==> src/rtl/cpu_ctrl_pkg.sv <==
// Shared definitions for the multi-cycle control path: FSM state encoding,
// immediate-select codes, RV32I opcode constants and the instruction class.
package cpu_ctrl_pkg;

  typedef enum logic [2:0] {
    ST_FETCH  = 3'd0,
    ST_DECODE = 3'd1,
    ST_EXEC   = 3'd2,
    ST_MEM    = 3'd3,
    ST_WB     = 3'd4,
    ST_TRAP   = 3'd5
  } state_t;

  localparam logic [1:0] IMM_R = 2'b00;
  localparam logic [1:0] IMM_I = 2'b01;
  localparam logic [1:0] IMM_B = 2'b10;
  localparam logic [1:0] IMM_S = 2'b11;

  localparam logic [6:0] OP_R      = 7'b0110011;
  localparam logic [6:0] OP_IMM    = 7'b0010011;
  localparam logic [6:0] OP_LOAD   = 7'b0000011;
  localparam logic [6:0] OP_STORE  = 7'b0100011;
  localparam logic [6:0] OP_BRANCH = 7'b1100011;

  typedef enum logic [2:0] {
    CLS_R      = 3'd0,
    CLS_I      = 3'd1,
    CLS_LOAD   = 3'd2,
    CLS_STORE  = 3'd3,
    CLS_BRANCH = 3'd4,
    CLS_NOP    = 3'd5
  } instr_class_t;

endpackage

==> src/rtl/ctrl_opcode_decode.sv <==
// Combinational opcode classifier: opcode -> {class, imm_sel, legal}.
// Unlisted opcodes come out as CLS_NOP with legal=0 and the R-type (zero) immediate.
module ctrl_opcode_decode
  import cpu_ctrl_pkg::*;
(
  input  logic [6:0]   opcode,
  output instr_class_t cls,
  output logic [1:0]   imm_sel,
  output logic         legal
);

  // Table lookup on the major opcode.
  always_comb begin
    cls     = CLS_NOP;
    imm_sel = IMM_R;
    legal   = 1'b0;
    case (opcode)
      OP_R:      begin cls = CLS_R;      imm_sel = IMM_R; legal = 1'b1; end
      OP_IMM:    begin cls = CLS_I;      imm_sel = IMM_I; legal = 1'b1; end
      OP_LOAD:   begin cls = CLS_LOAD;   imm_sel = IMM_I; legal = 1'b1; end
      OP_STORE:  begin cls = CLS_STORE;  imm_sel = IMM_S; legal = 1'b1; end
      OP_BRANCH: begin cls = CLS_BRANCH; imm_sel = IMM_B; legal = 1'b1; end
      default:   begin cls = CLS_NOP;    imm_sel = IMM_R; legal = 1'b0; end
    endcase
  end

endmodule

==> src/rtl/multicycle_ctrl.sv <==
// Multi-cycle control FSM: FETCH -> DECODE -> EXEC -> (MEM) -> (WB) -> FETCH.
// Optional feature macro: ILLEGAL_TRAP_EN (unlisted opcode locks the FSM in TRAP
// until reset; without it such opcodes retire as a NOP).
//
// Memory handshake: mem_req is a registered request that stays high, with
// mem_we and mem_is_fetch unchanged, until a cycle in which mem_ready is high;
// that cycle completes the transfer and mem_req drops (or re-arms for the next
// fetch) on the following edge. mem_ready is don't-care while mem_req is low.
//
// State-dependent outputs are registered on entry to each state. The completion
// strobes (ir_load, pc_write, pc_src, instr_retired) are decoded from the
// registered state and qualified by mem_ready / branch_taken, because they must
// land in the same cycle the memory returns data or the branch compare is valid.
module multicycle_ctrl
  import cpu_ctrl_pkg::*;
#(
  parameter int TMO_W = 8
) (
  input  logic       clk,
  input  logic       reset_n,
  input  logic [6:0] opcode,
  input  logic       branch_taken,
  input  logic       mem_ready,
  output logic       mem_req,
  output logic       mem_we,
  output logic       mem_is_fetch,
  output logic       ir_load,
  output logic [1:0] imm_sel,
  output logic       alu_src_imm,
  output logic       reg_write,
  output logic       wb_sel,
  output logic       pc_write,
  output logic       pc_src,
  output logic       instr_retired,
  output logic       mem_timeout,
  output logic       illegal,
  output state_t     dbg_state
);

  localparam logic [TMO_W-1:0] WAIT_MAX = '1;

  state_t            state;
  instr_class_t      cls_q;
  logic [TMO_W-1:0]  wait_cnt;

  instr_class_t      dec_cls;
  logic [1:0]        dec_imm_sel;
  logic              dec_legal;

  logic              fetch_done;
  logic              mem_done;
  logic              exec_branch;
  logic              waiting;

  ctrl_opcode_decode u_decode (
    .opcode  (opcode),
    .cls     (dec_cls),
    .imm_sel (dec_imm_sel),
    .legal   (dec_legal)
  );

  assign fetch_done  = (state == ST_FETCH) && mem_req && mem_ready;
  assign mem_done    = (state == ST_MEM) && mem_req && mem_ready;
  assign exec_branch = (state == ST_EXEC) && (cls_q == CLS_BRANCH);
  assign waiting     = ((state == ST_FETCH) || (state == ST_MEM)) && mem_req && !mem_ready;

  // Completion strobes; ir_load lives only in FETCH and pc_write never does.
  assign ir_load       = fetch_done;
  assign pc_write      = exec_branch || (mem_done && (cls_q == CLS_STORE)) || (state == ST_WB);
  assign pc_src        = exec_branch && branch_taken;
  assign instr_retired = pc_write;

  assign dbg_state = state;

`ifdef ILLEGAL_TRAP_EN
  logic illegal_q;
  assign illegal = illegal_q;
`else
  logic unused_legal;
  assign unused_legal = dec_legal;
  assign illegal      = 1'b0;
`endif

  // Control FSM with registered outputs and the memory-wait watchdog.
  always_ff @(posedge clk or negedge reset_n) begin
    if (!reset_n) begin
      state        <= ST_FETCH;
      cls_q        <= CLS_R;
      wait_cnt     <= '0;
      mem_req      <= 1'b0;
      mem_we       <= 1'b0;
      mem_is_fetch <= 1'b0;
      imm_sel      <= IMM_R;
      alu_src_imm  <= 1'b0;
      reg_write    <= 1'b0;
      wb_sel       <= 1'b0;
      mem_timeout  <= 1'b0;
`ifdef ILLEGAL_TRAP_EN
      illegal_q    <= 1'b0;
`endif
    end else begin
      // Saturating wait count; the FSM keeps waiting after the flag sets.
      if (waiting) begin
        if (wait_cnt != WAIT_MAX) wait_cnt <= wait_cnt + 1'b1;
        if (wait_cnt == WAIT_MAX - 1'b1) mem_timeout <= 1'b1;
      end

      case (state)
        ST_FETCH: begin
          if (!mem_req) begin
            // First cycle out of reset: raise the fetch request.
            mem_req      <= 1'b1;
            mem_is_fetch <= 1'b1;
            mem_we       <= 1'b0;
            wait_cnt     <= '0;
          end else if (mem_ready) begin
            mem_req      <= 1'b0;
            mem_is_fetch <= 1'b0;
            state        <= ST_DECODE;
          end
        end

        ST_DECODE: begin
          cls_q   <= dec_cls;
          imm_sel <= dec_imm_sel;
`ifdef ILLEGAL_TRAP_EN
          if (!dec_legal) begin
            illegal_q <= 1'b1;
            state     <= ST_TRAP;
          end else begin
            alu_src_imm <= (dec_cls != CLS_R);
            state       <= ST_EXEC;
          end
`else
          alu_src_imm <= (dec_cls != CLS_R);
          state       <= ST_EXEC;
`endif
        end

        ST_EXEC: begin
          alu_src_imm <= 1'b0;
          case (cls_q)
            CLS_LOAD, CLS_STORE: begin
              mem_req      <= 1'b1;
              mem_we       <= (cls_q == CLS_STORE);
              mem_is_fetch <= 1'b0;
              wait_cnt     <= '0;
              state        <= ST_MEM;
            end
            CLS_BRANCH: begin
              mem_req      <= 1'b1;
              mem_is_fetch <= 1'b1;
              mem_we       <= 1'b0;
              wait_cnt     <= '0;
              state        <= ST_FETCH;
            end
            default: begin
              // R, I and NOP go through WB; NOP leaves the register file alone.
              reg_write <= (cls_q != CLS_NOP);
              wb_sel    <= 1'b0;
              state     <= ST_WB;
            end
          endcase
        end

        ST_MEM: begin
          if (mem_done) begin
            mem_we <= 1'b0;
            if (cls_q == CLS_LOAD) begin
              mem_req   <= 1'b0;
              reg_write <= 1'b1;
              wb_sel    <= 1'b1;
              state     <= ST_WB;
            end else begin
              mem_req      <= 1'b1;
              mem_is_fetch <= 1'b1;
              wait_cnt     <= '0;
              state        <= ST_FETCH;
            end
          end
        end

        ST_WB: begin
          reg_write    <= 1'b0;
          wb_sel       <= 1'b0;
          mem_req      <= 1'b1;
          mem_is_fetch <= 1'b1;
          mem_we       <= 1'b0;
          wait_cnt     <= '0;
          state        <= ST_FETCH;
        end

        ST_TRAP: begin
          // Terminal: only reset leaves this state.
        end

        default: state <= ST_FETCH;
      endcase
    end
  end

endmodule
==> config.mk <==
export PLATFORM = sky130hd
export DESIGN_NAME = multicycle_ctrl
export DESIGN_NICKNAME = d
export VERILOG_FILES = /design/src/rtl/cpu_ctrl_pkg.sv /design/src/rtl/ctrl_opcode_decode.sv /design/src/rtl/multicycle_ctrl.sv
export SDC_FILE = /design/constraint.sdc
export NUM_CORES = 1
export LEC_CHECK = 0
export ABC_AREA = 1
export BUFFER_PORTS_ARGS = -buffer_cell sky130_fd_sc_hd__buf_2
export CAP_MARGIN = 20
export CORE_UTILIZATION = 55
export DETAILED_ROUTE_END_ITERATION = 6
export GPL_TIMING_DRIVEN = 0
export PLACE_DENSITY = 0.87
export SETUP_SLACK_MARGIN = 0.05
export SYNTH_ARGS = -nofsm -noshare
export SYNTH_HDL_FRONTEND = slang
export SYNTH_SLANG_ARGS = --single-unit
==> constraint.sdc <==
create_clock -name clk -period 3.8 [get_ports clk]
set_input_delay 0.19 -clock clk [delete_from_list [all_inputs] [get_ports clk]]
set_output_delay 0.19 -clock clk [all_outputs]
set_load 0.02 [all_outputs]
* After elaboration in Yosys (flattened, before gate mapping) *
Cells that the tools add are included.

word-level totals
  word-level logic and storage cells = 104
  input port bits = 11
  register bits after elaboration = 23

cells by class
  bitwise logic cells = 1
  $add $sub $neg = 1
  muxes and demuxes = 38
  reduce and logical (&&, ||, !) cells = 27
  equality and inequality tests = 26

operators by type and width
  operator             number
  $mux 8               6
  $pmux 8 s4           1
  $pmux 3 s5           2
  $mux 1               15
  $eq 7x6->1 const B   2
  $ne 2x2->1 const B   7
  $eq 3x2->1 const B   4
  $mux 3               4
  $pmux 1 s4           3
  $reduce_and 4->1     3
  $eq 3x3->1 const B   3
  $logic_and 1x1->1    9
  $add 8x1->8 const B  1
  $eq 8x8->1 const B   1
  $ne 8x8->1 const B   1
  $eq 7x2->1 const B   1
  $eq 7x5->1 const B   1
  $eq 7x7->1 const B   1
  $ne 3x3->1 const B   2
  $pmux 1 s2           3
  $pmux 1 s3           2
  $pmux 2 s3           1
  $pmux 3 s2           1
  $reduce_bool 3->1    2
  other kinds (14)     17

* Depth between registers and ports, before layout *
Gate-level depths: netlist (run 1).

  word-level depth = 8
  gate-level depth with buffers = 9

* By module *
A second synthesis (run 1) with hierarchy kept.

unflattened totals
  cell total of the unflattened synthesis = 226
  area, all modules = 1460.2 µm²

by module, submodules not included
  module              cells an instance  area an instance (µm²)  instances  sequential area each (µm²)
  multicycle_ctrl     206                1370.1                  1          575.6
  ctrl_opcode_decode  20                 90.1                    1          0.0

* Worst setup path before layout (run 1) *
No wires, ideal clock.

  path type = flip-flop to output port
  start = reg state[2] (netlist: dbg_state[2])
  end = out pc_write
  cell stages (with the launch flop) = 7
  path buffers = 1
  slack = 2.235 ns
  arrival = 1.375 ns
  path through = dfrtp_1 > inv_2 > nand2_2 > nor2_4 > nand2_1 > nand3_1 > buf_4

on the way
  word-level cells in the longest chain between the ends = 6
  elaborated cells on any way between the ends = 9

ends and longest elaborated chain
  what                             line                    text
  start: declaration               multicycle_ctrl.sv:42   state_t state;
  start signal: assignment         multicycle_ctrl.sv:87   state <= ST_FETCH;
  start signal: assignment         multicycle_ctrl.sv:119  state <= ST_DECODE;
  start signal: assignment         multicycle_ctrl.sv:136  state <= ST_EXEC;
  $eq 3x2->1                       multicycle_ctrl.sv:63   assign mem_done = (state == ST_MEM) && mem_req && mem_ready;
  $logic_and 1x1->1 (2 in series)  multicycle_ctrl.sv:63
  $logic_and 1x1->1                multicycle_ctrl.sv:69   assign pc_write = exec_branch || (mem_done && (cls_q == CLS_STORE)) || (state == ST_WB);
  $logic_or 1x1->1                 multicycle_ctrl.sv:69
  $logic_or 1x1->1 *               multicycle_ctrl.sv:69
  end: declaration                 multicycle_ctrl.sv:32   output logic pc_write,

Every way passes the cells marked *; elsewhere a longest branch is shown, timed or not.

* Worst setup path in the final report (run 1) *
  start = reg cls_q[2]
  end = out pc_write

on the way
  word-level cells in the longest chain between the ends = 4
  elaborated cells on any way between the ends = 6

ends and longest elaborated chain
  what                                             line                                          text
  start: declaration                               multicycle_ctrl.sv:43                         instr_class_t cls_q;
  start signal: assignment                         multicycle_ctrl.sv:124                        cls_q <= dec_cls;
  $eq 3x3->1 / $eq 3x2->1 (equally long branches)  multicycle_ctrl.sv:64, multicycle_ctrl.sv:69
  $logic_and 1x1->1, on equally long branches      multicycle_ctrl.sv:64, multicycle_ctrl.sv:69
  $logic_or 1x1->1 * (2 in series)                 multicycle_ctrl.sv:69

Marked as above.

==> results of run 1 <==
[critical path: stages (launching register included)]
cell and delay [ns]:
dfrtp_1 0.43, nor2_1 0.22, inv_1 0.16, nor2_1 0.18
nand3_1 0.09, nand3_1 0.10, buf_4 0.11, buf_2 0.14
[repair_timing]
item,in CTS,in global routing
resized for setup,0,0
endpoints found under the hold margin,23,0
endpoints found under the setup margin,0,0
hold buffers,1,0
buffers inserted,0,0
[per-stage QoR]
stage	hold slack, ns	power [mW]	worst slack [ns]	cell area (µm²)
after floorplan	-0.106	1.03	2.23	1550
after global placement	0.195	1.20	2.28	1720
after detailed placement	0.194	1.22	2.26	1720
after CTS	0.178	1.34	1.87	1760
after global routing	0.202	1.45	1.75	1760
final	0.184	1.34	1.86	1760
[area by class of cell]
type,count,area share
inverters,33,0.0718
clock buffers,3,0.0128
clock inverters,1,0.00284
well taps,30,0.0213
multi-input cells,150,0.469
repair buffers,27,0.0797
flip-flops and latches,23,0.327
plain buffers,3,0.0149
[power breakdown]
part / switching, mW / internal, mW
combinational: 0.559 / 0.274
clock: 0.0773 / 0.0394
sequential: 0.0719 / 0.320
[cells in the final DEF, fill, tap and decap left out, types with 4 or more instances in the layout]
| cell | instances |
|---|---|
| o21ai_0 | 14 |
| buf_2 | 26 |
| nor2_1 | 18 |
| nand3_1 | 10 |
| dfrtp_1 | 23 |
| nand2_2 | 7 |
| nand2_1 | 57 |
| nand3_2 | 4 |
| a21oi_1 | 5 |
| nor2_2 | 8 |
| o21ai_1 | 5 |
| nand4_1 | 4 |
| inv_1 | 29 |
[metal layers]
layer,vias up,routed length [µm],global-route usage
li1,712,-,-
met1,619,1560,0.336
met2,40,1350,0.357
met3,5,126,0.0273
met4,0,50,0.100
met5,-,0,0
[kinds of logic after synthesis]
logic type,synth area share
buf+inv,0.0982
flops,0.370
other cells,0.00241
compound gates,0.0982
xor+xnor,0.0113
fa+ha+maj,0.0161
simple gates,0.403
[state kept, by name, summed over array words and instances, names as in the netlist]
| register | flops |
|---|---|
| wait_cnt | 8 |
| cls_q | 3 |
| dbg_state | 3 |
| imm_sel | 2 |
| alu_src_imm | 1 |
| mem_is_fetch | 1 |
| mem_req | 1 |
| mem_timeout | 1 |
| mem_we | 1 |
| reg_write | 1 |
| wb_sel | 1 |
[path summary, 6_finish.rpt]
kind | cells past startpoint | slack [ns] | endpoint
worst max register to register | 8 | 2.31 | wait_cnt[4]
worst max-delay path | 7 | 1.86 | pc_write
min in group asynchronous | 2 | 0.36 | mem_req
max in group asynchronous | 2 | 3.09 | imm_sel[0]
worst min register to register | 2 | 0.49 | mem_we
worst min-delay path | 4 | 0.18 | imm_sel[0]
==> impl_metrics.env, run 1 <==
export IMPL_status="finished clean"
export IMPL_remaining_drc_errors=0
export IMPL_instances_no_fill=270
export IMPL_initial_utilization=0.605
export IMPL_totalWireLength_um=3090
export IMPL_setup_tns_ns=0
export IMPL_synthCells=209
export IMPL_cellLeakagePower_nw=0.955
export IMPL_max_cap_violations=0
export IMPL_crit_start="cls_q[2]"
export IMPL_power_density_nw_per_um2=762
export IMPL_avgViaCountPerCell=5.10
export IMPL_ant_nets=0
export IMPL_antenna_found_initial=0
export IMPL_grtUsageTotal=0.235
export IMPL_seq_area_frac_synth=0.370
export IMPL_cts_buffer_depth=2
export IMPL_cp_arrival_ns=1.75
export IMPL_crit_fanout=5
export IMPL_min_delay_start="opcode[5]"
export IMPL_drt_iter0_markers=41
export IMPL_rsz0062_at_grt="no"
export IMPL_final_core_util=0.685
export IMPL_crit_type="flip-flop to output pin"
export IMPL_yosysMostFrequentCell="nand2_1"
export IMPL_slew_headroom=0.654
export IMPL_synth_warning_count=0
export IMPL_cts_root_buffer="clkbuf_4"
export IMPL_die_y_um=55.2
export IMPL_cts_htree_levels=1
export IMPL_drt_first_pass_iters=4
export IMPL_design_die_area_um2=3040
export IMPL_seq_area_um2=576
export IMPL_max_freq_mhz=516
export IMPL_fin_crit_ns=1.94
export IMPL_io_buffers=26
export IMPL_gp_congestion=0.886
export IMPL_n_antenna_cell=0
export IMPL_dp_cells=265
export IMPL_die_w_um=55.2
export IMPL_ys_flop_type="dfrtp_1"
export IMPL_fillers=220
export IMPL_grt_pass1_vias=1226
export IMPL_rows=18
export IMPL_ys_ff_latch=23
export IMPL_synth_top_area_frac=0.370
export IMPL_synth_area_leaders="dfrtp_1 (37%), nand2_1 (14%), inv_1 (7.0%)"
export IMPL_post_route_period_util=0.510
export IMPL_synth_area_um2=1550
export IMPL_grt_overflow_total=0
export IMPL_synth_common_cells="nand2_1 (57), inv_1 (29), dfrtp_1 (23)"
export IMPL_num_vias=1376
export IMPL_syn_to_final_growth_pct=13.2
export IMPL_fin_nets=254
export IMPL_grt_pass1_wl_um=5130
export IMPL_wl_per_cell_um=11.4
export IMPL_cts_tree="yes"
export IMPL_r2r_start="dbg_state[2]"
export IMPL_insertion_delay_ns=0.32
export IMPL_layout_drive_gt1_share=0.271
export IMPL_grt_max_degree=24
export IMPL_synth_top_cell_by_area="dfrtp_1"
export IMPL_clock_sink_count=23
export IMPL_cts_buffers=3
export IMPL_ir_drop_mv=0.614
export IMPL_skew_ns=0.00534
export IMPL_tightest_slew_ns=0.518
export IMPL_ys_async_sr_fraction=1.00
export IMPL_syn_nets=222
export IMPL_start_kind="flip-flop"
export IMPL_syn_area_per_cell_um2=7.44
export IMPL_multi_input_area_um2=826
export IMPL_dp_hpwl_um=2320
export IMPL_crit_path_end_kind="output pin"
export IMPL_synth_edf_count=0
export IMPL_ios=28
export IMPL_critical_path_required_ns=3.61
export IMPL_synthDistinctLibCells=29
export IMPL_slew_violations=0
export IMPL_hold_viol_final=0
export IMPL_setup_viol=0
export IMPL_core_um2=2570
export IMPL_min_path_type="input pin to flip-flop"
export IMPL_cts_clk_slew_worst_paths_ns=0.13
No activity file was read; power rests on OpenSTA's default activity.
==> run 2: changes to the inputs <==
--- a/config.mk
+++ b/config.mk
@@ -5,7 +5,7 @@
 export SDC_FILE = /design/constraint.sdc
 export NUM_CORES = 1
 export LEC_CHECK = 0
-export ABC_AREA = 1
+export ABC_AREA = 0
 export BUFFER_PORTS_ARGS = -buffer_cell sky130_fd_sc_hd__buf_2
 export CAP_MARGIN = 20
 export CORE_UTILIZATION = 55
==> constraint.sdc (replaced) <==
create_clock -name clk -period 1.8 [get_ports clk]
set_input_delay 0.09 -clock clk [delete_from_list [all_inputs] [get_ports clk]]
set_output_delay 0.09 -clock clk [all_outputs]
set_load 0.02 [all_outputs]
==> run 2 against run 1 <==
  * Hold slack worse by 0.18 ns
  * Core utilization is 6.3 points higher
  * Combinational power is 94% higher
  * Worst setup slack worse by 1.8 ns
  * Sequential share of layout area is 2.7 points lower
  * Die area is 0.69% higher
==> impl_metrics.env, run 2 <==
export IMPL_ys_ff_latch=23
export IMPL_slowest_stage="dfrtp_2"
export IMPL_crit_path_end_kind="output pin"
export IMPL_layout_drive_gt1_share=0.411
export IMPL_fin_total_pwr_mw=2.62
export IMPL_setup_viol=0
export IMPL_drt_first_pass_iters=4
export IMPL_cpLargestDelayFamily="flip-flops"
export IMPL_synthDistinctLibCells=57
export IMPL_synth_warning_count=0
export IMPL_synthCells=166
export IMPL_fillers=181
export IMPL_cpMostUsedCell="buf_4"
export IMPL_placed_area_um2=1730
export IMPL_insertion_delay_ns=0.32
export IMPL_grtUsageTotal=0.244
export IMPL_min_path_type="input pin to flip-flop"
export IMPL_yosysMostFrequentCell="dfrtp_1"
export IMPL_core_um2=2590
export IMPL_final_area_um2=1940
export IMPL_cp_num_buf_inv=2
export IMPL_io_buffers=25
export IMPL_cts_buffer_depth=2
export IMPL_gp_congestion=0.911
export IMPL_die_y_um=55.3
export IMPL_ys_flop_type="dfrtp_1"
export IMPL_syn_area_per_cell_um2=9.43
export IMPL_critical_path_required_ns=1.71
export IMPL_synth_common_cells="dfrtp_1 (23), nor2_1 (16), a21oi_1 (12)"
export IMPL_final_common_cell="buf_2"
export IMPL_cts_root_buffer="clkbuf_4"
export IMPL_ant_nets=0
export IMPL_cts_clk_slew_worst_paths_ns=0.14
export IMPL_grt_pass1_wl_um=6120
export IMPL_skew_ns=0.00472
export IMPL_slew_headroom=0.653
export IMPL_remaining_drc_errors=0
export IMPL_grt_max_degree=24
export IMPL_totalWireLength_um=3960
export IMPL_cp_arrival_ns=1.64
export IMPL_cts_buffers=3
export IMPL_multi_input_area_um2=930
export IMPL_seq_area_um2=582
export IMPL_dp_hpwl_um=2640
export IMPL_max_cap_violations=0
export IMPL_layout_common_cells="buf_2 (25), buf_4 (19), dfrtp_1 (18)"
export IMPL_synth_area_leaders="dfrtp_1 (37%), a21oi_1 (3.8%), nor2_1 (3.8%)"
export IMPL_rows=18
export IMPL_cellLeakagePower_nw=0.860
export IMPL_slew_violations=0
export IMPL_clock_sink_count=23
export IMPL_initial_utilization=0.604
export IMPL_cts_tree="yes"
export IMPL_dp_cells=221
export IMPL_syn_to_final_growth_pct=23.7
export IMPL_ys_async_sr_fraction=1.00
export IMPL_crit_fanout=6
export IMPL_num_vias=1511
export IMPL_crit_type="flip-flop to output pin"
export IMPL_synth_top_cell_by_area="dfrtp_1"
export IMPL_wl_per_cell_um=16.6
export IMPL_final_core_util=0.748
export IMPL_n_antenna_cell=0
export IMPL_setup_tns_ns=0
export IMPL_hold_viol_final=0
export IMPL_die_w_um=55.3
export IMPL_largest_reg_flops=8
export IMPL_design_die_area_um2=3060
export IMPL_slowest_delay_ns=0.47
export IMPL_synth_edf_count=0
export IMPL_cts_htree_levels=1
export IMPL_post_route_period_util=0.962
export IMPL_crit_chain="nor3b_4, a21oi_2, o22ai_2, buf_4, buf_4"
export IMPL_max_freq_mhz=578
export IMPL_synth_top_area_frac=0.368
export IMPL_drt_iter0_markers=61
export IMPL_instances_no_fill=239
export IMPL_fin_nets=223
export IMPL_syn_nets=179
export IMPL_grt_overflow_total=0
export IMPL_ios=28
export IMPL_fin_crit_ns=1.73
export IMPL_largest_register="wait_cnt"
export IMPL_avgViaCountPerCell=6.32
export IMPL_tightest_slew_ns=0.520
export IMPL_ir_drop_mv=1.02
export IMPL_seq_area_frac_synth=0.368
export IMPL_rsz0062_at_grt="yes"
export IMPL_power_density_nw_per_um2=1350
export IMPL_synth_area_um2=1570
export IMPL_antenna_found_initial=0
export IMPL_grt_pass1_vias=1376
export IMPL_status="finished clean"
export IMPL_start_kind="flip-flop"
-- run 2: changes by cell type after synthesis, moves of 6 or more --
cell and change:
a21oi_1 +7, nand2b_1 +6, inv_1 -24, nor2_2 -8, o21ai_0 -9, nand2_1 -46, nand2_2 -7
-- run 2: per-layer routing --
layer,vias up,global-route usage,routed length [µm]
met2,72,0.430,1970
met1,727,0.307,1610
li1,698,-,-
met4,0,0.0643,92
met3,14,0.0422,285
met5,-,0,0
-- run 2: worst paths after layout --
kind / from / end / slack, ns / depth (start not counted)
setup / recovery: cls_q[2] / pc_write / 0.07 / 5
hold / removal: opcode[6] / cls_q[1] / 0.008 / 2
setup reg to reg: wait_cnt[1] / wait_cnt[3] / 0.12 / 5
hold reg to reg: mem_timeout / mem_timeout / 0.49 / 1
max in group asynchronous: reset_n / cls_q[0] / 1.16 / 2
min in group asynchronous: reset_n / dbg_state[1] / 0.26 / 2
-- run 2: report_power, final --
part | internal, mW | switching [mW]
Sequential | 0.635 | 0.122
Combinational | 0.707 | 0.903
Clock | 0.0832 | 0.168
-- run 2: timing repair --
action                                 in CTS  in global routing
gates resized for setup                    11                 10
setup buffers                               3                 11
endpoints found under the hold margin      23                  0
gates cloned                                0                  0
hold buffers                                1                  0
pin swaps                                   1                  5
setup endpoints to repair                   6                 15
-- run 2: layout make-up --
class                      count  area share
sequential                    23       0.300
clock buffer                   3      0.0116
tap                           30      0.0194
inverter                       5     0.00969
buffer                        11      0.0510
multi-input combinational    126       0.480
timing repair buffer          40       0.125
clock inverter                 1     0.00258
-- run 2: logic make-up (layout without fill, tap and decap cells) --
group	after synthesis	after routing	synth area share
xor+xnor	3	3	0.0216
flops	23	23	0.368
simple gates	68	68	0.268
mux	3	3	0.0200
fa+ha+maj	2	2	0.0160
buf+inv	17	60	0.0743
compound gates	49	49	0.230
other cells	1	1	0.00240
-- run 2: metrics by stage --
| step | hold WS [ns] | setup WS (ns) |
|---|---|---|
| floorplan | -0.206 | 0.126 |
| global placement | 0.0905 | 0.123 |
| detailed placement | 0.0932 | 0.0489 |
| CTS | 0.00267 | 0.0394 |
| global route | 0.0184 | 0.0141 |
| finish | 0.00798 | 0.0686 |
